--- src/rtl/vrased_reset_seq_if.sv ---
// rtl/vrased_reset_seq_if.sv - monitor/MCU-facing signal bundle of the VRASED reset sequencer
interface vrased_reset_seq_if #(
  parameter int NUM_SRC = 7,
  parameter int CNT_W   = 8
);
  logic [15:0]        pc;
  logic [NUM_SRC-1:0] viol;
  logic               cause_clr;
  logic               reset;
  logic [NUM_SRC-1:0] first_cause;
  logic [NUM_SRC-1:0] last_cause;
  logic [CNT_W-1:0]   viol_cnt;

  modport master (
    output pc, viol, cause_clr,
    input  reset, first_cause, last_cause, viol_cnt
  );

  modport slave (
    input  pc, viol, cause_clr,
    output reset, first_cause, last_cause, viol_cnt
  );
endinterface

--- src/rtl/vrased_reset_seq.sv ---
// rtl/vrased_reset_seq.sv - VRASED reset sequencer: minimum-width reset held until the core
// reaches the reset handler, with first/last cause capture and a saturating episode counter
module vrased_reset_seq #(
  parameter int          NUM_SRC       = 7,
  parameter int          HOLD_CYCLES   = 4,
  parameter int          CNT_W         = 8,
  parameter logic [15:0] RESET_HANDLER = 16'h0000
) (
  input  logic             clk,
  input  logic             rst,
  vrased_reset_seq_if.slave bus
);

  typedef enum logic [1:0] {
    ST_IDLE    = 2'd0,
    ST_HOLD    = 2'd1,
    ST_WAIT_PC = 2'd2
  } state_e;

  localparam int                 HC_W        = (HOLD_CYCLES > 1) ? $clog2(HOLD_CYCLES) : 1;
  localparam logic [HC_W-1:0]    HOLD_RELOAD = HC_W'(HOLD_CYCLES - 1);
  localparam logic [CNT_W-1:0]   CNT_MAX     = '1;
  localparam logic [CNT_W-1:0]   CNT_ONE     = CNT_W'(1);

  state_e             state_q, state_d;
  logic [HC_W-1:0]    hold_cnt_q, hold_cnt_d;
  logic               reset_q, reset_d;
  logic [NUM_SRC-1:0] first_cause_q, first_cause_d;
  logic [NUM_SRC-1:0] last_cause_q, last_cause_d;
  logic [CNT_W-1:0]   viol_cnt_q, viol_cnt_d;
  logic               viol_any;

  assign viol_any = |bus.viol;

  always_comb begin
    state_d       = state_q;
    hold_cnt_d    = hold_cnt_q;
    first_cause_d = first_cause_q;
    last_cause_d  = last_cause_q;
    viol_cnt_d    = viol_cnt_q;

    unique case (state_q)
      ST_IDLE: begin
        if (viol_any) begin
          state_d      = ST_HOLD;
          hold_cnt_d   = HOLD_RELOAD;
          last_cause_d = bus.viol;
          // A same-cycle clear is applied before the capture, so this event becomes the first cause.
          if (bus.cause_clr || (first_cause_q == '0)) begin
            first_cause_d = bus.viol;
          end
          if (bus.cause_clr) begin
            viol_cnt_d = CNT_ONE;
          end else if (viol_cnt_q != CNT_MAX) begin
            viol_cnt_d = viol_cnt_q + CNT_ONE;
          end
        end else if (bus.cause_clr) begin
          first_cause_d = '0;
          viol_cnt_d    = '0;
        end
      end

      ST_HOLD: begin
        last_cause_d = last_cause_q | bus.viol;
        if (viol_any) begin
          hold_cnt_d = HOLD_RELOAD;
        end else if (hold_cnt_q == '0) begin
          state_d = ST_WAIT_PC;
        end else begin
          hold_cnt_d = hold_cnt_q - HC_W'(1);
        end
      end

      ST_WAIT_PC: begin
        last_cause_d = last_cause_q | bus.viol;
        // No timeout: the core must be parked at the handler before release.
        if (viol_any) begin
          state_d    = ST_HOLD;
          hold_cnt_d = HOLD_RELOAD;
        end else if (bus.pc == RESET_HANDLER) begin
          state_d = ST_IDLE;
        end
      end

      default: begin
        state_d = ST_IDLE;
      end
    endcase

    reset_d = (state_d != ST_IDLE);
  end

  always_ff @(posedge clk) begin
    if (rst) begin
      state_q       <= ST_IDLE;
      hold_cnt_q    <= '0;
      reset_q       <= 1'b0;
      first_cause_q <= '0;
      last_cause_q  <= '0;
      viol_cnt_q    <= '0;
    end else begin
      state_q       <= state_d;
      hold_cnt_q    <= hold_cnt_d;
      reset_q       <= reset_d;
      first_cause_q <= first_cause_d;
      last_cause_q  <= last_cause_d;
      viol_cnt_q    <= viol_cnt_d;
    end
  end

  assign bus.reset       = reset_q;
  assign bus.first_cause = first_cause_q;
  assign bus.last_cause  = last_cause_q;
  assign bus.viol_cnt    = viol_cnt_q;

endmodule

--- src/flat_wrapper.sv ---
// flat-port wrapper written by rule: the top's interface ports become plain ports
module vrased_reset_seq_flat 
#(
  parameter int          NUM_SRC       = 7,
  parameter int          HOLD_CYCLES   = 4,
  parameter int          CNT_W         = 8,
  parameter logic [15:0] RESET_HANDLER = 16'h0000
)
  (clk, rst, bus_pc, bus_viol, bus_cause_clr, bus_reset, bus_first_cause, bus_last_cause, bus_viol_cnt);
  vrased_reset_seq_if #(.NUM_SRC(NUM_SRC), .CNT_W(CNT_W)) bus_i ();
  input  logic clk;
  input  logic rst;
  input wire logic [$bits(bus_i.pc)-1:0] bus_pc;
  input wire logic [$bits(bus_i.viol)-1:0] bus_viol;
  input wire logic [$bits(bus_i.cause_clr)-1:0] bus_cause_clr;
  output wire logic [$bits(bus_i.reset)-1:0] bus_reset;
  output wire logic [$bits(bus_i.first_cause)-1:0] bus_first_cause;
  output wire logic [$bits(bus_i.last_cause)-1:0] bus_last_cause;
  output wire logic [$bits(bus_i.viol_cnt)-1:0] bus_viol_cnt;
  assign bus_i.pc = bus_pc;
  assign bus_i.viol = bus_viol;
  assign bus_i.cause_clr = bus_cause_clr;
  assign bus_reset = bus_i.reset;
  assign bus_first_cause = bus_i.first_cause;
  assign bus_last_cause = bus_i.last_cause;
  assign bus_viol_cnt = bus_i.viol_cnt;
  vrased_reset_seq #(.NUM_SRC(NUM_SRC), .HOLD_CYCLES(HOLD_CYCLES), .CNT_W(CNT_W), .RESET_HANDLER(RESET_HANDLER)) u_core (.clk(clk), .rst(rst), .bus(bus_i));
endmodule
--- config.mk ---
export PLATFORM = sky130hd
export DESIGN_NAME = vrased_reset_seq_flat
export DESIGN_NICKNAME = d
export VERILOG_FILES = /design/src/rtl/vrased_reset_seq_if.sv /design/src/rtl/vrased_reset_seq.sv /design/src/flat_wrapper.sv
export SDC_FILE = /design/constraint.sdc
export NUM_CORES = 1
export LEC_CHECK = 0
export ABC_AREA = 1
export BUFFER_PORTS_ARGS = -buffer_cell sky130_fd_sc_hd__buf_4
export CAP_MARGIN = 10
export CELL_PAD_IN_SITES_DETAIL_PLACEMENT = 1
export CELL_PAD_IN_SITES_GLOBAL_PLACEMENT = 1
export CORE_MARGIN = 2
export CORE_UTILIZATION = 36
export DETAILED_ROUTE_END_ITERATION = 6
export PLACE_DENSITY_LB_ADDON = 0.1
export SETUP_SLACK_MARGIN = 0.3
export SLEW_MARGIN = 20
export SYNTH_ARGS = -nofsm -noshare
export SYNTH_HDL_FRONTEND = slang
export SYNTH_SLANG_ARGS = --single-unit
--- constraint.sdc ---
create_clock -name clk -period 4 [get_ports clk]
set_clock_uncertainty 0.2 [all_clocks]
set_input_delay 0.2 -clock clk [delete_from_list [all_inputs] [get_ports clk]]
set_output_delay 0.2 -clock clk [all_outputs]
set_load 0.05 [all_outputs]
==> Implementation_results.wiki <==
{| class="wikitable"
! Metric !! Value
|-
| Count of routing violations after the opening detailed-route iteration || 46
|-
| DRC Markers || 0
|-
| Placer Congestion || 0.778
|-
| Layout filler cell count || 571
|-
| Clock power share || 20.3%
|-
| Number of standard cells in the layout, taps in and fillers out || 354
|-
| H-tree Lvls || 1
|-
| Number of antenna violations at the first check in global routing || 0
|-
| Synth top area share || 35.2%
|-
| Nature of the critical path endpoint || register
|-
| Initial core utilization || 37.9%
|-
| Synth Register Bits || 27
|-
| Number of max-slew violations in the final report || 0
|-
| Fraction of power consumed by combinational cells || 38.2%
|-
| Post-detailed-placement cell area || 1940 um2
|-
| Top-level port count || 49
|-
| Sequential share of power || 41.5%
|-
| Cell with the largest stage delay on the worst path || dlygate4sd3_1
|-
| Launch point of the worst reg-to-reg path || u_core.state_q[0]
|-
| Maximum fanout along the worst path || 13
|-
| GRT Resource Usage Total || 19.0%
|-
| FMAX || 515 MHz
|-
| Clock tree from TritonCTS || built
|-
| Cell occurring most often along the worst timing path || nand2_1
|-
| Leakage || 1.05 nW
|-
| Detail-routed net length per standard cell || 12.1 um
|-
| Startpoint types || input port
|-
| Pin slew with the least headroom to its limit || 0.488 ns
|-
| Detailed Route WL || 4.29 mm
|-
| Buffer depth of the longest clock path || 2
|-
| Router iterations before antenna repair || 4
|-
| Area taken by flip-flops and latches || 541 um2
|-
| Post-placement cell count || 343
|-
| Start point of the worst min-delay path || bus_viol[3]
|-
| Vias after detailed routing || 1,693
|-
| # Post-CTS Setup Buffers || 0
|-
| Number of global-route vias before repair || 1,672
|-
| Signed area change from the synthesized netlist to the final layout || 33.8%
|-
| Worst hold slack across all endpoints || 0.0113 ns
|-
| Clock transition at path regs || 0.09 ns
|-
| Switching share of total power || 38.9%
|-
| Net switching power of the design || 0.000295 W
|-
| Max cap viols || 0
|-
| Commonest non-fill, non-tap cell in the layout || nand2_1
|-
| Die boundary height || 69.3 um
|-
| Buffers and inverters on the worst path || 2
|-
| Cells taking the most area after synthesis || dfxtp_1, nand2_1, nor2_1
|-
| Post-synthesis instance total || 248
|-
| Highest-count cells in the layout ignoring fill and taps || nand2_1, buf_4, nor2_1
|-
| Final Instance Area || 2060 um2
|-
| Proportion of synthesized chip area in sequential cells || 35.2%
|-
| Share of cells above drive strength 1 || 19.7%
|-
| Clock tree root driver cell || clkbuf_8
|-
| Cell accounting for the most synthesized area || dfxtp_1
|-
| Hold Path Class || input port to register
|-
| Number of buffers inserted during clock tree synthesis || 3
|-
| First-pass GRT wire length || 7.70 mm
|-
| Cell area after synthesis || 1540 um2
|-
| Die area || 4810 um2
|-
| Post-detailed-placement half-perimeter wirelength || 3.28 mm
|-
| Delay of the slowest cell on the worst path || 0.53 ns
|-
| Core area || 4060 um2
|-
| PwrDens || 369 nW/um2
|-
| Critical Path RT || 4.00 ns
|-
| Setup TNS Final || 0 ns
|-
| Count of hold buffers inserted by post-cts repair || 7
|-
| Worst rel slew slack || 67.2%
|-
| Area taken by multi-input logic gates || 831 um2
|-
| Number of hold violations in the final report || 0
|-
| Nets || 337
|-
| Mean instance size in the synthesized netlist || 6.20 um2
|-
| Number of placement rows || 23
|-
| Tcrit/Tclk final || 48.6%
|-
| Synth warnings || 0
|-
| Critical path startpoint || bus_viol[5]
|-
| Number of gates resized after CTS || 0
|-
| Chain of cells forming the critical path || dlygate4sd3_1 > buf_4 > nor2_1 > nand2_1 > nor2_4 > nor2_2 > nand2_1 > nand2_1 > a21oi_1
|-
| Pin count of the biggest net entering global routing || 15
|-
| Via density per instance || 4.78
|-
| Horizontal die dimension || 69.3 um
|-
| Buffers on Ports || 48
|-
| Post-route core utilization || 50.7%
|-
| Total global routing overflow || 0
|-
| Antenna viol nets, final || 0
|-
| Diodes inserted || 0
|-
| Outcome || finished, final reports clean
|-
| Kind of critical path || input port to register
|-
| Worst IR Drop VDD || 175 uV
|-
| Unrepaired setup endpoints after global routing || no
|-
| Final setup violating endpoints || 0
|-
| Clock sinks || 27
|-
| Data arrival time of the worst path || 1.94 ns
|-
| CP delay by family, top || simple AND/OR/NAND/NOR gates
|-
| Clock latency at the later pin of the worst-skew pair || 0.27 ns
|-
| Int Power || 0.000464 W
|-
| Unique masters post-synth || 22
|-
| Final critical-path required period || 1.94 ns
|-
| Syn Nets || 280
|}
layout make-up:
class / instances / share of cell area, %
inverters: 39 / 7.12
well taps: 50 / 3.04
clock buffers: 4 / 2.19
flip-flops and latches: 27 / 26.3
repair buffers: 55 / 20.9
multi-input cells: 179 / 40.4
tightest hold or removal path, cell delays in order:
cell and delay [ns]:
buf_4 0.11, nor2_1 0.06, nor2_1 0.07
layer usage:
| metal | part of all wire (%) | vias up | wire [um] | track usage, % |
|---|---|---|---|---|
| li1 | - | 880 | - | - |
| met1 | 48 | 767 | 2070 | 24.4 |
| met2 | 46 | 44 | 1990 | 33.5 |
| met3 | 4.7 | 2 | 203 | 3.20 |
| met4 | 0.61 | 0 | 26 | 3.27 |
| met5 | 0 | - | 0 | 0 |
metrics by stage:
| stage | total power (W) | setup WS [ns] |
|---|---|---|
| 6_report | 0.000759 | 2.06 |
| 2_1_floorplan | 0.000515 | 2.10 |
| 3_3_place_gp | 0.000604 | 2.22 |
| 4_1_cts | 0.000768 | 2.05 |
| 3_5_place_dp | 0.000607 | 2.19 |
| 5_1_grt | 0.000812 | 1.85 |
worst paths after layout:
kind         cells past startpoint  slack (ns)                         to
max                              9        2.06   u_core.bus.last_cause[6]
min                              3        0.01  u_core.bus.first_cause[3]
max reg2reg                      6        2.17     u_core.bus.viol_cnt[1]
min reg2reg                      2        0.28   u_core.bus.last_cause[3]
power groups by stage:
stage | registers, W | clock network (W) | logic (W)
floorplan | 0.000405 | 0 | 0.000110
global placement | 0.000320 | 0 | 0.000284
detailed placement | 0.000321 | 0 | 0.000287
CTS | 0.000315 | 0.000160 | 0.000293
global route | 0.000318 | 0.000174 | 0.000319
finish | 0.000315 | 0.000154 | 0.000290
cells in the mapped netlist:
cell type,count
o21bai_1,1
buf_6,1
nand2_1,73
a21oi_1,17
nor3_1,1
o21ai_1,2
nand4_1,4
nor2_2,1
inv_1,37
o211ai_1,1
nor2_1,41
clkbuf_1,2
or2_2,2
nand3_2,1
ha_1,6
nand2_4,1
nor2_4,1
nand2_2,1
o21ai_0,4
inv_2,2
nand3_1,22
dfxtp_1,27
cell families after synthesis:
logic type                 count (synthesis)  share of synthesized area (%)
and+or+nand+nor                          148                           40.7
DFF                                       27                           35.2
AOI/OAI and AO/OA                         25                           8.47
buffers and inverters                     42                           10.7
adders and majority gates                  6                           4.89
flip-flops by register name, indices dropped and copies added, names as in the netlist:
register,cells
u_core.bus.reset,1
u_core.state_q,2
u_core.bus.viol_cnt,8
u_core.bus.first_cause,7
u_core.bus.last_cause,7
u_core.hold_cnt_q,2
Note: power is estimated with default switching activity, not from simulation.
